### src/rtl/video_cmd_queue_if.sv
// CPU-side command bus for video_cmd_queue: one command per cycle when cmd_valid && cmd_ready.
interface video_cmd_if;
   logic        cmd_valid;
   logic        cmd_ready;
   logic [1:0]  cmd_op;
   logic [1:0]  cmd_param;
   logic [10:0] cmd_index;
   logic [10:0] cmd_count;
   logic [15:0] cmd_val;

   modport master (
      output cmd_valid, cmd_op, cmd_param, cmd_index, cmd_count, cmd_val,
      input  cmd_ready
   );

   modport slave (
      input  cmd_valid, cmd_op, cmd_param, cmd_index, cmd_count, cmd_val,
      output cmd_ready
   );
endinterface

### src/rtl/video_cmd_queue.sv
// Command FIFO plus expansion engine: single writes and fills become one video-table write per cycle.
// First write lands two edges after the push; cmd_ready is !full with no push-through on a full FIFO.
module video_cmd_queue #(
   parameter int DEPTH = 4
) (
   input  logic        clk,
   input  logic        reset,
   video_cmd_if.slave  cmd,
   output logic        wen,
   output logic [1:0]  w_param,
   output logic [10:0] w_index,
   output logic [15:0] w_val,
   output logic        busy
);

   localparam int AW = $clog2(DEPTH);
   localparam logic [AW:0] FULL_CNT = (AW+1)'(DEPTH);

   typedef struct packed {
      logic [1:0]  op;
      logic [1:0]  param;
      logic [10:0] index;
      logic [10:0] count;
      logic [15:0] val;
   } cmd_t;

   typedef enum logic {IDLE, RUN} state_t;

   cmd_t          mem_q [DEPTH];
   logic [AW-1:0] wr_ptr_q, rd_ptr_q;
   logic [AW:0]   cnt_q;
   logic          full, empty, push, pop;
   cmd_t          in_cmd, head;

   state_t        state_q, state_d;
   logic [1:0]    param_q, param_d;
   logic [10:0]   index_q, index_d;
   logic [15:0]   val_q, val_d;
   logic          incr_q, incr_d;
   logic [10:0]   rem_q, rem_d;
   logic          wen_q, wen_d;
   logic [1:0]    w_param_q, w_param_d;
   logic [10:0]   w_index_q, w_index_d;
   logic [15:0]   w_val_q, w_val_d;
   logic [10:0]   ld_rem;

   // Table sizes: paldef 16, tiledef 256, palmap/tilemap 1200.
   function automatic logic [10:0] reduce_index(input logic [1:0] p, input logic [10:0] idx);
      case (p)
         2'd0:    reduce_index = {7'd0, idx[3:0]};
         2'd1:    reduce_index = {3'd0, idx[7:0]};
         default: reduce_index = (idx >= 11'd1200) ? idx - 11'd1200 : idx;
      endcase
   endfunction

   function automatic logic [10:0] next_index(input logic [1:0] p, input logic [10:0] idx);
      case (p)
         2'd0:    next_index = {7'd0, idx[3:0] + 4'd1};
         2'd1:    next_index = {3'd0, idx[7:0] + 8'd1};
         default: next_index = (idx == 11'd1199) ? 11'd0 : idx + 11'd1;
      endcase
   endfunction

   assign full          = (cnt_q == FULL_CNT);
   assign empty         = (cnt_q == '0);
   assign cmd.cmd_ready = !full;
   assign push          = cmd.cmd_valid && !full;
   assign head          = mem_q[rd_ptr_q];

   assign in_cmd.op    = cmd.cmd_op;
   assign in_cmd.param = cmd.cmd_param;
   assign in_cmd.index = cmd.cmd_index;
   assign in_cmd.count = cmd.cmd_count;
   assign in_cmd.val   = cmd.cmd_val;

   always_ff @(posedge clk) begin
      if (reset) begin
         wr_ptr_q <= '0;
         rd_ptr_q <= '0;
         cnt_q    <= '0;
      end else begin
         if (push) begin
            mem_q[wr_ptr_q] <= in_cmd;
            wr_ptr_q        <= wr_ptr_q + AW'(1);
         end
         if (pop) begin
            rd_ptr_q <= rd_ptr_q + AW'(1);
         end
         if (push && !pop) begin
            cnt_q <= cnt_q + (AW+1)'(1);
         end else if (pop && !push) begin
            cnt_q <= cnt_q - (AW+1)'(1);
         end
      end
   end

   always_comb begin
      state_d   = state_q;
      param_d   = param_q;
      index_d   = index_q;
      val_d     = val_q;
      incr_d    = incr_q;
      rem_d     = rem_q;
      wen_d     = 1'b0;
      w_param_d = w_param_q;
      w_index_d = w_index_q;
      w_val_d   = w_val_q;
      pop       = 1'b0;
      ld_rem    = (head.op == 2'd1 || head.op == 2'd2) ? head.count : 11'd1;

      case (state_q)
         IDLE: begin
            pop = !empty;
         end
         RUN: begin
            wen_d     = 1'b1;
            w_param_d = param_q;
            w_index_d = index_q;
            w_val_d   = val_q;
            rem_d     = rem_q - 11'd1;
            index_d   = next_index(param_q, index_q);
            if (incr_q) begin
               val_d = val_q + 16'd1;
            end
            // Chain the next command on the last write so there is no bubble.
            if (rem_q == 11'd1) begin
               pop = !empty;
               if (empty) begin
                  state_d = IDLE;
               end
            end
         end
         default: state_d = IDLE;
      endcase

      // A zero-count fill is consumed here and leaves the engine idle for a cycle.
      if (pop) begin
         param_d = head.param;
         index_d = reduce_index(head.param, head.index);
         val_d   = head.val;
         incr_d  = (head.op == 2'd2);
         rem_d   = ld_rem;
         state_d = (ld_rem != 11'd0) ? RUN : IDLE;
      end
   end

   always_ff @(posedge clk) begin
      if (reset) begin
         state_q   <= IDLE;
         param_q   <= '0;
         index_q   <= '0;
         val_q     <= '0;
         incr_q    <= 1'b0;
         rem_q     <= '0;
         wen_q     <= 1'b0;
         w_param_q <= '0;
         w_index_q <= '0;
         w_val_q   <= '0;
      end else begin
         state_q   <= state_d;
         param_q   <= param_d;
         index_q   <= index_d;
         val_q     <= val_d;
         incr_q    <= incr_d;
         rem_q     <= rem_d;
         wen_q     <= wen_d;
         w_param_q <= w_param_d;
         w_index_q <= w_index_d;
         w_val_q   <= w_val_d;
      end
   end

   assign wen     = wen_q;
   assign w_param = w_param_q;
   assign w_index = w_index_q;
   assign w_val   = w_val_q;
   assign busy    = !empty || (state_q == RUN);

endmodule
### src/flat_wrapper.sv
// flat-port wrapper written by rule: the top's interface ports become plain ports
module video_cmd_queue_flat 
#(
   parameter int DEPTH = 4
)
  (clk, reset, wen, w_param, w_index, w_val, busy, cmd_cmd_valid, cmd_cmd_op, cmd_cmd_param, cmd_cmd_index, cmd_cmd_count, cmd_cmd_val, cmd_cmd_ready);
  video_cmd_if cmd_i ();
  input  logic clk;
  input  logic reset;
  output logic wen;
  output logic [1:0] w_param;
  output logic [10:0] w_index;
  output logic [15:0] w_val;
  output logic busy;
  input wire logic [$bits(cmd_i.cmd_valid)-1:0] cmd_cmd_valid;
  input wire logic [$bits(cmd_i.cmd_op)-1:0] cmd_cmd_op;
  input wire logic [$bits(cmd_i.cmd_param)-1:0] cmd_cmd_param;
  input wire logic [$bits(cmd_i.cmd_index)-1:0] cmd_cmd_index;
  input wire logic [$bits(cmd_i.cmd_count)-1:0] cmd_cmd_count;
  input wire logic [$bits(cmd_i.cmd_val)-1:0] cmd_cmd_val;
  output wire logic [$bits(cmd_i.cmd_ready)-1:0] cmd_cmd_ready;
  assign cmd_i.cmd_valid = cmd_cmd_valid;
  assign cmd_i.cmd_op = cmd_cmd_op;
  assign cmd_i.cmd_param = cmd_cmd_param;
  assign cmd_i.cmd_index = cmd_cmd_index;
  assign cmd_i.cmd_count = cmd_cmd_count;
  assign cmd_i.cmd_val = cmd_cmd_val;
  assign cmd_cmd_ready = cmd_i.cmd_ready;
  video_cmd_queue #(.DEPTH(DEPTH)) u_core (.clk(clk), .reset(reset), .cmd(cmd_i), .wen(wen), .w_param(w_param), .w_index(w_index), .w_val(w_val), .busy(busy));
endmodule
### config.mk
export PLATFORM = sky130hd
export DESIGN_NAME = video_cmd_queue_flat
export DESIGN_NICKNAME = d
export VERILOG_FILES = /design/src/rtl/video_cmd_queue_if.sv /design/src/rtl/video_cmd_queue.sv /design/src/flat_wrapper.sv
export SDC_FILE = /design/constraint.sdc
export NUM_CORES = 1
export LEC_CHECK = 0
export ABC_AREA = 1
export ABC_CLOCK_PERIOD_IN_PS = 4520
export CAP_MARGIN = 0
export CORE_MARGIN = 4
export CORE_UTILIZATION = 45
export DETAILED_ROUTE_END_ITERATION = 12
export GPL_TIMING_DRIVEN = 0
export PLACE_DENSITY_LB_ADDON = 0.2
export SYNTH_ARGS = -nofsm -noshare
export SYNTH_HDL_FRONTEND = slang
export SYNTH_SLANG_ARGS = --single-unit
### constraint.sdc
create_clock -name clk -period 4.52 [get_ports clk]
set_clock_uncertainty 0.1 [all_clocks]
set_input_delay 1.356 -clock clk [delete_from_list [all_inputs] [get_ports clk]]
set_output_delay 1.356 -clock clk [all_outputs]
set_load 0.01 [all_outputs]
== Word level (Yosys, flattened, before mapping) ==
Memory sizes are Yosys's and may differ from the RTL's. A register that Yosys moved wholly into a read port is not among the register bits.
Cells that the tools add are included.

* Mux-type cells: 27
* Reduce and logical (&&, ||, !) cells: 17
* Equal/unequal tests: 7
* Order comparisons: 1
* Add/subtract/negate cells: 10
* Bitwise operators: 1

{| class="wikitable"
|+ Operators with widths
! operator !! number
|-
| $mux 11 || 7
|-
| $mux 16 || 3
|-
| $pmux 11 s2 || 2
|-
| $add 16x1->16 const B || 1
|-
| $add 11x1->11 const B || 1
|-
| $eq 11x1->1 const B || 1
|-
| $eq 11x11->1 const B || 1
|-
| $ge 11x11->1 const B || 1
|-
| $reduce_bool 11->1 || 1
|-
| $sub 11x1->11 const B || 1
|-
| $sub 11x11->11 const B || 1
|-
| $mux 1 || 10
|-
| $add 8x1->8 const B || 1
|-
| $eq 2x1->1 const B || 3
|-
| $mux 3 || 2
|-
| $reduce_bool 2->1 || 3
|-
| $add 2x1->2 const B || 2
|-
| $add 4x1->4 const B || 1
|-
| $logic_not 1->1 || 4
|-
| $logic_not 2->1 || 2
|-
| $mux 2 || 2
|-
| $add 3x1->3 const B || 1
|-
| $eq 3x3->1 const B || 1
|-
| $logic_and 1x1->1 || 3
|-
| other kinds (7) || 8
|}

* Logic and storage cells: 77
* Input bits: 45
* Memories: 1
* Flip-flop bits (word level): 79
* RAM bits: 168

{| class="wikitable"
|+ Memories
! name !! depth !! bits a word !! rd ports !! clocked after Yosys merged registers in !! write ports !! RTL line !! text
|-
| u_core.mem_q || 4 || 42 || 1 || 1 || 1 || video_cmd_queue.sv:29 || <nowiki>cmd_t mem_q [DEPTH];</nowiki>
|}

== Logic depth before layout (Yosys ltp) ==
Gate-level depths: netlist of the first run.

* Word-level depth: 7
* Gate-level depth with buffers: 15

== Worst setup path before layout of the first run ==
Ideal clock, no wire load.

* Path type: input to register
* From: input port reset
* To: memory u_core.mem_q[0][0] (netlist bit) (enable)
* Arrival time: 3776 ps
* Path buffers: 2
* Stages: 5
* Setup slack: 203 ps
* Cell sequence: clkbuf_1 clkinv_1 buf_1 nand2_1 nor2_1

* Cells in the longest elaborated chain, start to end: 2

{| class="wikitable"
|+ Ends and longest elaborated chain
! item !! RTL line !! text
|-
| start, declared || flat_wrapper.sv:9 || <nowiki>input logic reset;</nowiki>
|-
| $mux 1 || video_cmd_queue.sv:77 || <nowiki>if (reset) begin</nowiki>
|-
| $mux 1 (implied by the code) || video_cmd_queue.sv:83 || <nowiki>mem_q[wr_ptr_q] <= in_cmd;</nowiki>
|-
| end, declared || video_cmd_queue.sv:29 ||
|}

Every way passes these cells.

== Worst setup path in the final report of the first run ==
* From: register u_core.cnt_q[0]
* To: output port busy

* Cells in the longest elaborated chain, start to end: 3

{| class="wikitable"
|+ Ends and longest elaborated chain
! item !! RTL line !! text
|-
| start, declared || video_cmd_queue.sv:31 || <nowiki>logic [AW:0] cnt_q;</nowiki>
|-
| start signal, assigned || video_cmd_queue.sv:90 || <nowiki>cnt_q <= cnt_q + (AW+1)'(1);</nowiki>
|-
| start signal, assigned || video_cmd_queue.sv:92 || <nowiki>cnt_q <= cnt_q - (AW+1)'(1);</nowiki>
|-
| $logic_not 3->1 || video_cmd_queue.sv:65 || <nowiki>assign empty = (cnt_q == '0);</nowiki>
|-
| $logic_not 1->1 || video_cmd_queue.sv:177 || <nowiki>assign busy = !empty || (state_q == RUN);</nowiki>
|-
| $logic_or 1x1->1 || video_cmd_queue.sv:177 ||
|-
| end, declared || flat_wrapper.sv:14 || <nowiki>output logic busy;</nowiki>
|}

Every way passes these cells.

==> results of run 1 <==
per-layer routing:
metal | up-vias | share of wire [%]
met5 | - | 0
li1 | 3882 | -
met2 | 256 | 46
met1 | 3745 | 47
met4 | 0 | 1.8
met3 | 43 | 5.6
cells in the final DEF (no fill, tap or decap), drive strengths merged, types with 31 or more instances in the layout:
cell type,count
a21oi,72
buf,31
clkbuf,64
clkdlybuf4s50,75
dfxtp,81
edfxtp,168
inv,71
nand2,172
nand3,55
nor2,133
o21ai,135
cell type report:
type / count / area [um^2] / share of cell area, %
Sequential cell: 249 / 6666 / 52.37
Multi-Input combinational cell: 675 / 3385 / 26.59
Timing Repair Buffer: 79 / 830.8 / 6.526
Clock buffer: 36 / 750.7 / 5.897
Tap cell: 313 / 391.6 / 3.076
Inverter: 74 / 277.8 / 2.182
Buffer: 55 / 254.0 / 1.995
Clock inverter: 12 / 173.9 / 1.366
power groups by stage:
stage,Clock [mW],Sequential (mW),Combinational (mW)
after CTS,2.30,2.98,3.44
after global placement,0,3.04,3.35
after global routing,2.39,3.02,3.85
final,2.26,2.99,3.45
after floorplan,0,3.03,2.21
after detailed placement,0,3.03,3.42
worst paths after layout:
kind | startpoint | end | cells after the start
min reg2reg | u_core.rd_ptr_q[1]$_SDFFE_PP0N_ | u_core.rd_ptr_q[1]$_SDFFE_PP0N_ | 2
min | u_core.rd_ptr_q[1]$_SDFFE_PP0N_ | u_core.rd_ptr_q[1]$_SDFFE_PP0N_ | 2
max reg2reg | flip-flop | u_core.state_q$_SDFF_PP0_ | 11
max | u_core.cnt_q[0]$_SDFFE_PP0P_ | busy | 6
metrics by stage:
step | std cells | hold slack, ns | area, um^2
4_1_cts | 1493 | 0.3725 | 12730
2_1_floorplan | 1053 | 0.3362 | 10550
3_3_place_gp | 1441 | 0.3546 | 11700
3_5_place_dp | 1445 | 0.3593 | 11810
6_report | 1493 | 0.3708 | 12730
5_1_grt | 1493 | 0.3821 | 12730
registers in the layout, summed over array words and instances, names as in the netlist, named ones only:
signal	flops
u_core.cnt_q	3
u_core.incr_q	1
u_core.index_q	11
u_core.mem_q	168
u_core.param_q	2
u_core.rd_ptr_q	2
u_core.rem_q	11
u_core.state_q	1
u_core.val_q	16
u_core.w_index	11
u_core.w_param	2
u_core.w_val	16
u_core.wen	1
u_core.wr_ptr_q	2
kinds of logic after synthesis:
family	share of synthesized area, %
simple gates	14.99
xor+xnor	1.494
compound gates	13.81
buf+inv	5.039
flops	63.17
fa+ha+maj	1.494
worst max-delay path, cell delays in order (launching register included):
cell             delay (ns)
dfxtp_1                0.35
nor2_1                 0.16
nand2_1                0.15
nor2_1                 0.48
inv_2                  0.22
clkbuf_1               0.34
clkdlybuf4s50_1        0.57
==> flow_metrics.tcl, run 1 <==
set metrics [dict create \
    yosys-top-cells-count "170 x nand2_1, 168 x edfxtp_1, 132 x nor2_1" \
    grt_max_degree 28 \
    areaGrowthSynthToFinish_pct 20.63 \
    vias_per_cell 5.309 \
    pre_cts_ws_ns 0.5068 \
    ir_drop_v 0.0003592 \
    drive_above_1_share_pct 7.881 \
    die_h_um 161.1 \
    clk_latency_ns 0.53 \
    leakage_nw 4.664 \
    antenna_found_initial 0 \
    p_int_mw 5.330 \
    pwr-share-comb_pct 39.7 \
    grt_pass1_vias 7461 \
    critPathMaxFanout 10 \
    cts_resized 0 \
    cts_tree "built" \
    synth_area_um2 10550 \
    ys_warn_count 0 \
    fmax_ghz 0.2347 \
    fin_setup_tns_ns 0 \
    yosysMostFrequentCell "nand2_1" \
    hold_path.class "flip-flop to flip-flop" \
    fillers 1991 \
    power_mw 8.705 \
    clkTransAtPathRegs_ns 0.06 \
    sw_frac_of_total_pct 38.77 \
    ys_ff_latch 249 \
    worstSetupStartpointType "flip-flop" \
    first_pass_iters 5 \
    synth-edff-count 168 \
    io_buffers 75 \
    finalWirelength_mm 25.89 \
    synth_top_area_share_pct 47.81 \
    drc_errors 0 \
    reg2reg_slack_ns 1.20 \
    htreeDepth 1 \
    ctsHoldBuffers 0 \
    gr-usage-met1_pct 28.27 \
    seq_area_frac_synth_pct 63.17 \
    die-width_um 161.1 \
    maxSlewViolCount 0 \
    worst_pin_slew_ns 0.6984 \
    gr-usage-all-layers_pct 19.57 \
    cp.arrival_ns 2.80 \
    relSlewSlack_pct 53.33 \
    num_rows 55 \
    final_core_util_pct 55.72 \
    fin_crit_ns 4.260 \
    clockBufferDepth 3 \
    synthesis.instances 1053 \
    cp-end-kind "primary output" \
    synth_area_leaders "edfxtp_1 48%, dfxtp_1 15%, nand2_1 6.0%" \
    grt_first_pass_wirelength_mm 40.75 \
    clock_power_share_pct 26.0 \
    wl_per_cell_um 17.34 \
    finalHoldViolations 0 \
    met2_usage_pct 31.77 \
    post-cts-setup-buffers 0 \
    setup_viol 0 \
    antenna_left 0 \
    grt-ovfl-total 0 \
    synth.net_count 1110 \
    layout_setup_ws_ns 0.2598 \
    drv_cap 0 \
    cts_made_buffers 26 \
    diodes 0 \
    boundaryPins 77 \
    cp.required_ns 3.06 \
    start_util_pct 46.19 \
    yosys.area.top_type "edfxtp_1" \
    status "finished, final reports clean" \
    period_share_pct 94.25 \
    dieArea_um2 25960 \
    ys_types 43 \
    place.gp.congestion 0.8670 \
    cts_sinks 249 \
    grtUsageMet3_pct 2.450 \
    via_count 7926 \
    nNetsFinal 1217 \
    power_density_nw_per_um2 683.8 \
    rsz0062_at_grt "no" \
    critPathKind "flip-flop to primary output" \
    dp_hpwl_mm 17.72 \
    async_flop_share_pct 0 \
    core_area_um2 22850 \
    root_buffer "clkbuf_16" \
    drtIter0Drc 640 \
    p_seq_share_pct 34.3 \
    grt.busiest_layer "met2" \
    switchingPower_mw 3.375 \
    syn_avg_cell_area_um2 10.02 \
    dominantRegCellSynth "edfxtp_1" \
]
(Power assumes the default switching activity.)
==> inputs of run 2 (changes only) <==
--- a/config.mk
+++ b/config.mk
@@ -13,6 +13,7 @@
 export DETAILED_ROUTE_END_ITERATION = 12
 export GPL_TIMING_DRIVEN = 0
 export PLACE_DENSITY_LB_ADDON = 0.2
+export SETUP_SLACK_MARGIN = 0.3
 export SYNTH_ARGS = -nofsm -noshare
 export SYNTH_HDL_FRONTEND = slang
 export SYNTH_SLANG_ARGS = --single-unit
==> flow_metrics.tcl, run 2 (synthesized netlist as in run 1, its figures left out) <==
set metrics [dict create \
    status "finished, final reports clean" \
    rsz0062_at_grt "no" \
    holdWs_ns 0.3706 \
    reg2reg_slack_ns 1.24 \
    grt_first_pass_wirelength_mm 40.76 \
    antenna_found_initial 0 \
    cp-end-kind "primary output" \
    power_mw 8.708 \
    antenna_left 0 \
    clk_latency_ns 0.54 \
    grt_max_degree 28 \
    rr_endpoint "u_core.state_q$_SDFF_PP0_" \
    htreeDepth 1 \
    io_buffers 75 \
    critPathKind "flip-flop to primary output" \
    via_count 7966 \
    die_h_um 161.1 \
    worstSetupStartpointType "flip-flop" \
    rr_worst_depth 10 \
    relSlewSlack_pct 53.03 \
    wl_per_cell_um 17.36 \
    place.gp.congestion 0.8670 \
    leakage_nw 4.667 \
    fmax_ghz 0.2499 \
    finalHoldViolations 0 \
    nNetsFinal 1217 \
    worst_pin_slew_ns 0.7029 \
    largest_register "u_core.mem_q" \
    pwr-share-comb_pct 39.7 \
    p_int_mw 5.333 \
    core_area_um2 22850 \
    post-cts-setup-buffers 0 \
    cp.required_ns 3.06 \
    cts_tree "built" \
    p_seq_share_pct 34.3 \
    finalWirelength_mm 25.91 \
    ir_drop_v 0.0003442 \
    grt_pass1_vias 7465 \
    vias_per_cell 5.336 \
    maxSlewViolCount 0 \
    critPathLaunch "u_core.cnt_q[0]$_SDFFE_PP0P_" \
    gr-usage-all-layers_pct 19.57 \
    areaGrowthSynthToFinish_pct 20.67 \
    crit_end "busy" \
    start_util_pct 46.19 \
    boundaryPins 77 \
    fin_setup_tns_ns 0 \
    cts_made_buffers 26 \
    period_share_pct 88.53 \
    critPathMaxFanout 10 \
    cts_resized 1 \
    dieArea_um2 25960 \
    layout_setup_ws_ns 0.5183 \
    cts_sinks 249 \
    drc_errors 0 \
    drtIter0Drc 650 \
    largest_reg_flops 168 \
    drv_cap 0 \
    ctsHoldBuffers 0 \
    first_pass_iters 5 \
    root_buffer "clkbuf_16" \
    drive_above_1_share_pct 8.051 \
    num_rows 55 \
    clockBufferDepth 3 \
    fin_crit_ns 4.002 \
    cp.arrival_ns 2.55 \
    diodes 0 \
    sw_frac_of_total_pct 38.77 \
    dp_hpwl_mm 17.72 \
    most-common-layout-cells "170 x nand2_1, 168 x edfxtp_1, 127 x nor2_1, 125 x o21ai_0, 81 x dfxtp_1" \
    hold_path.class "flip-flop to flip-flop" \
    clkTransAtPathRegs_ns 0.06 \
    die-width_um 161.1 \
    final_common_cell "nand2_1" \
    switchingPower_mw 3.376 \
    clock_power_share_pct 26.0 \
    pre_cts_ws_ns 0.5068 \
    setup_viol 0 \
    power_density_nw_per_um2 683.9 \
    grt-ovfl-total 0 \
]
-- run 2: routing by layer --
metal | share of wire (%) | up-vias | track usage, %
li1 | - | 3882 | -
met4 | 1.9 | 0 | 4.769
met1 | 46 | 3772 | 28.27
met3 | 6.3 | 44 | 2.450
met5 | 0 | - | 0
met2 | 46 | 268 | 31.79
-- run 2: worst min-delay path by stage --
stage	cells after the start	startpoint	endpoint	slack, ns
5_1_grt	1	u_core.rd_ptr_q[0]$_SDFFE_PP0N_	flip-flop	0.38
4_1_cts	2	u_core.rd_ptr_q[1]$_SDFFE_PP0N_	u_core.rd_ptr_q[1]$_SDFFE_PP0N_	0.37
6_report	2	u_core.rd_ptr_q[1]$_SDFFE_PP0N_	u_core.rd_ptr_q[1]$_SDFFE_PP0N_	0.37
3_5_place_dp	2	u_core.rd_ptr_q[1]$_SDFFE_PP0N_	u_core.rd_ptr_q[1]$_SDFFE_PP0N_	0.36
3_3_place_gp	1	u_core.rd_ptr_q[0]$_SDFFE_PP0N_	u_core.rd_ptr_q[0]$_SDFFE_PP0N_	0.35
2_1_floorplan	2	u_core.rd_ptr_q[1]$_SDFFE_PP0N_	flip-flop	0.34
-- run 2: cell type report --
cell class	count	area [um^2]
Timing Repair Buffer	79	830.8
Sequential cell	249	6666
Clock inverter	12	173.9
Multi-Input combinational cell	675	3387
Clock buffer	36	750.7
Buffer	55	255.2
Fill cell	1990	10110
Inverter	74	277.8
Tap cell	313	391.6
-- run 2: power groups by stage --
stage,Combinational [mW],Sequential (mW),Clock (mW)
3_5_place_dp,3.42,3.03,0
2_1_floorplan,2.21,3.03,0
3_3_place_gp,3.35,3.04,0
4_1_cts,3.44,2.98,2.30
5_1_grt,3.86,3.02,2.39
6_report,3.46,2.99,2.26
-- run 2: stage by stage --
stage / instances / util (%) / cell area (um^2)
2_1_floorplan: 1053 / - / 10550
4_1_cts: 1493 / 55.73 / 12730
5_1_grt: 1493 / 55.73 / 12730
6_report: 1493 / 55.73 / 12730
3_5_place_dp: 1445 / 51.67 / 11810
3_3_place_gp: 1441 / 51.19 / 11700
-- run 2: critical path: stages, from the launching register on --
cell	delay, ns
dfxtp_1	0.35
nor2_1	0.16
nand2_1	0.17
nor2_2	0.34
inv_2	0.18
clkbuf_2	0.27
clkdlybuf4s50_1	0.53
==> inputs of run 3 (changes only) <==
--- a/config.mk
+++ b/config.mk
@@ -12,6 +12,7 @@
 export CORE_UTILIZATION = 45
 export DETAILED_ROUTE_END_ITERATION = 12
 export GPL_TIMING_DRIVEN = 0
+export HOLD_SLACK_MARGIN = 0.15
 export PLACE_DENSITY_LB_ADDON = 0.2
 export SETUP_SLACK_MARGIN = 0.3
 export SYNTH_ARGS = -nofsm -noshare
==> results of run 3 <==
No change in the layout: final DEF, timing and power equal those of run 2.
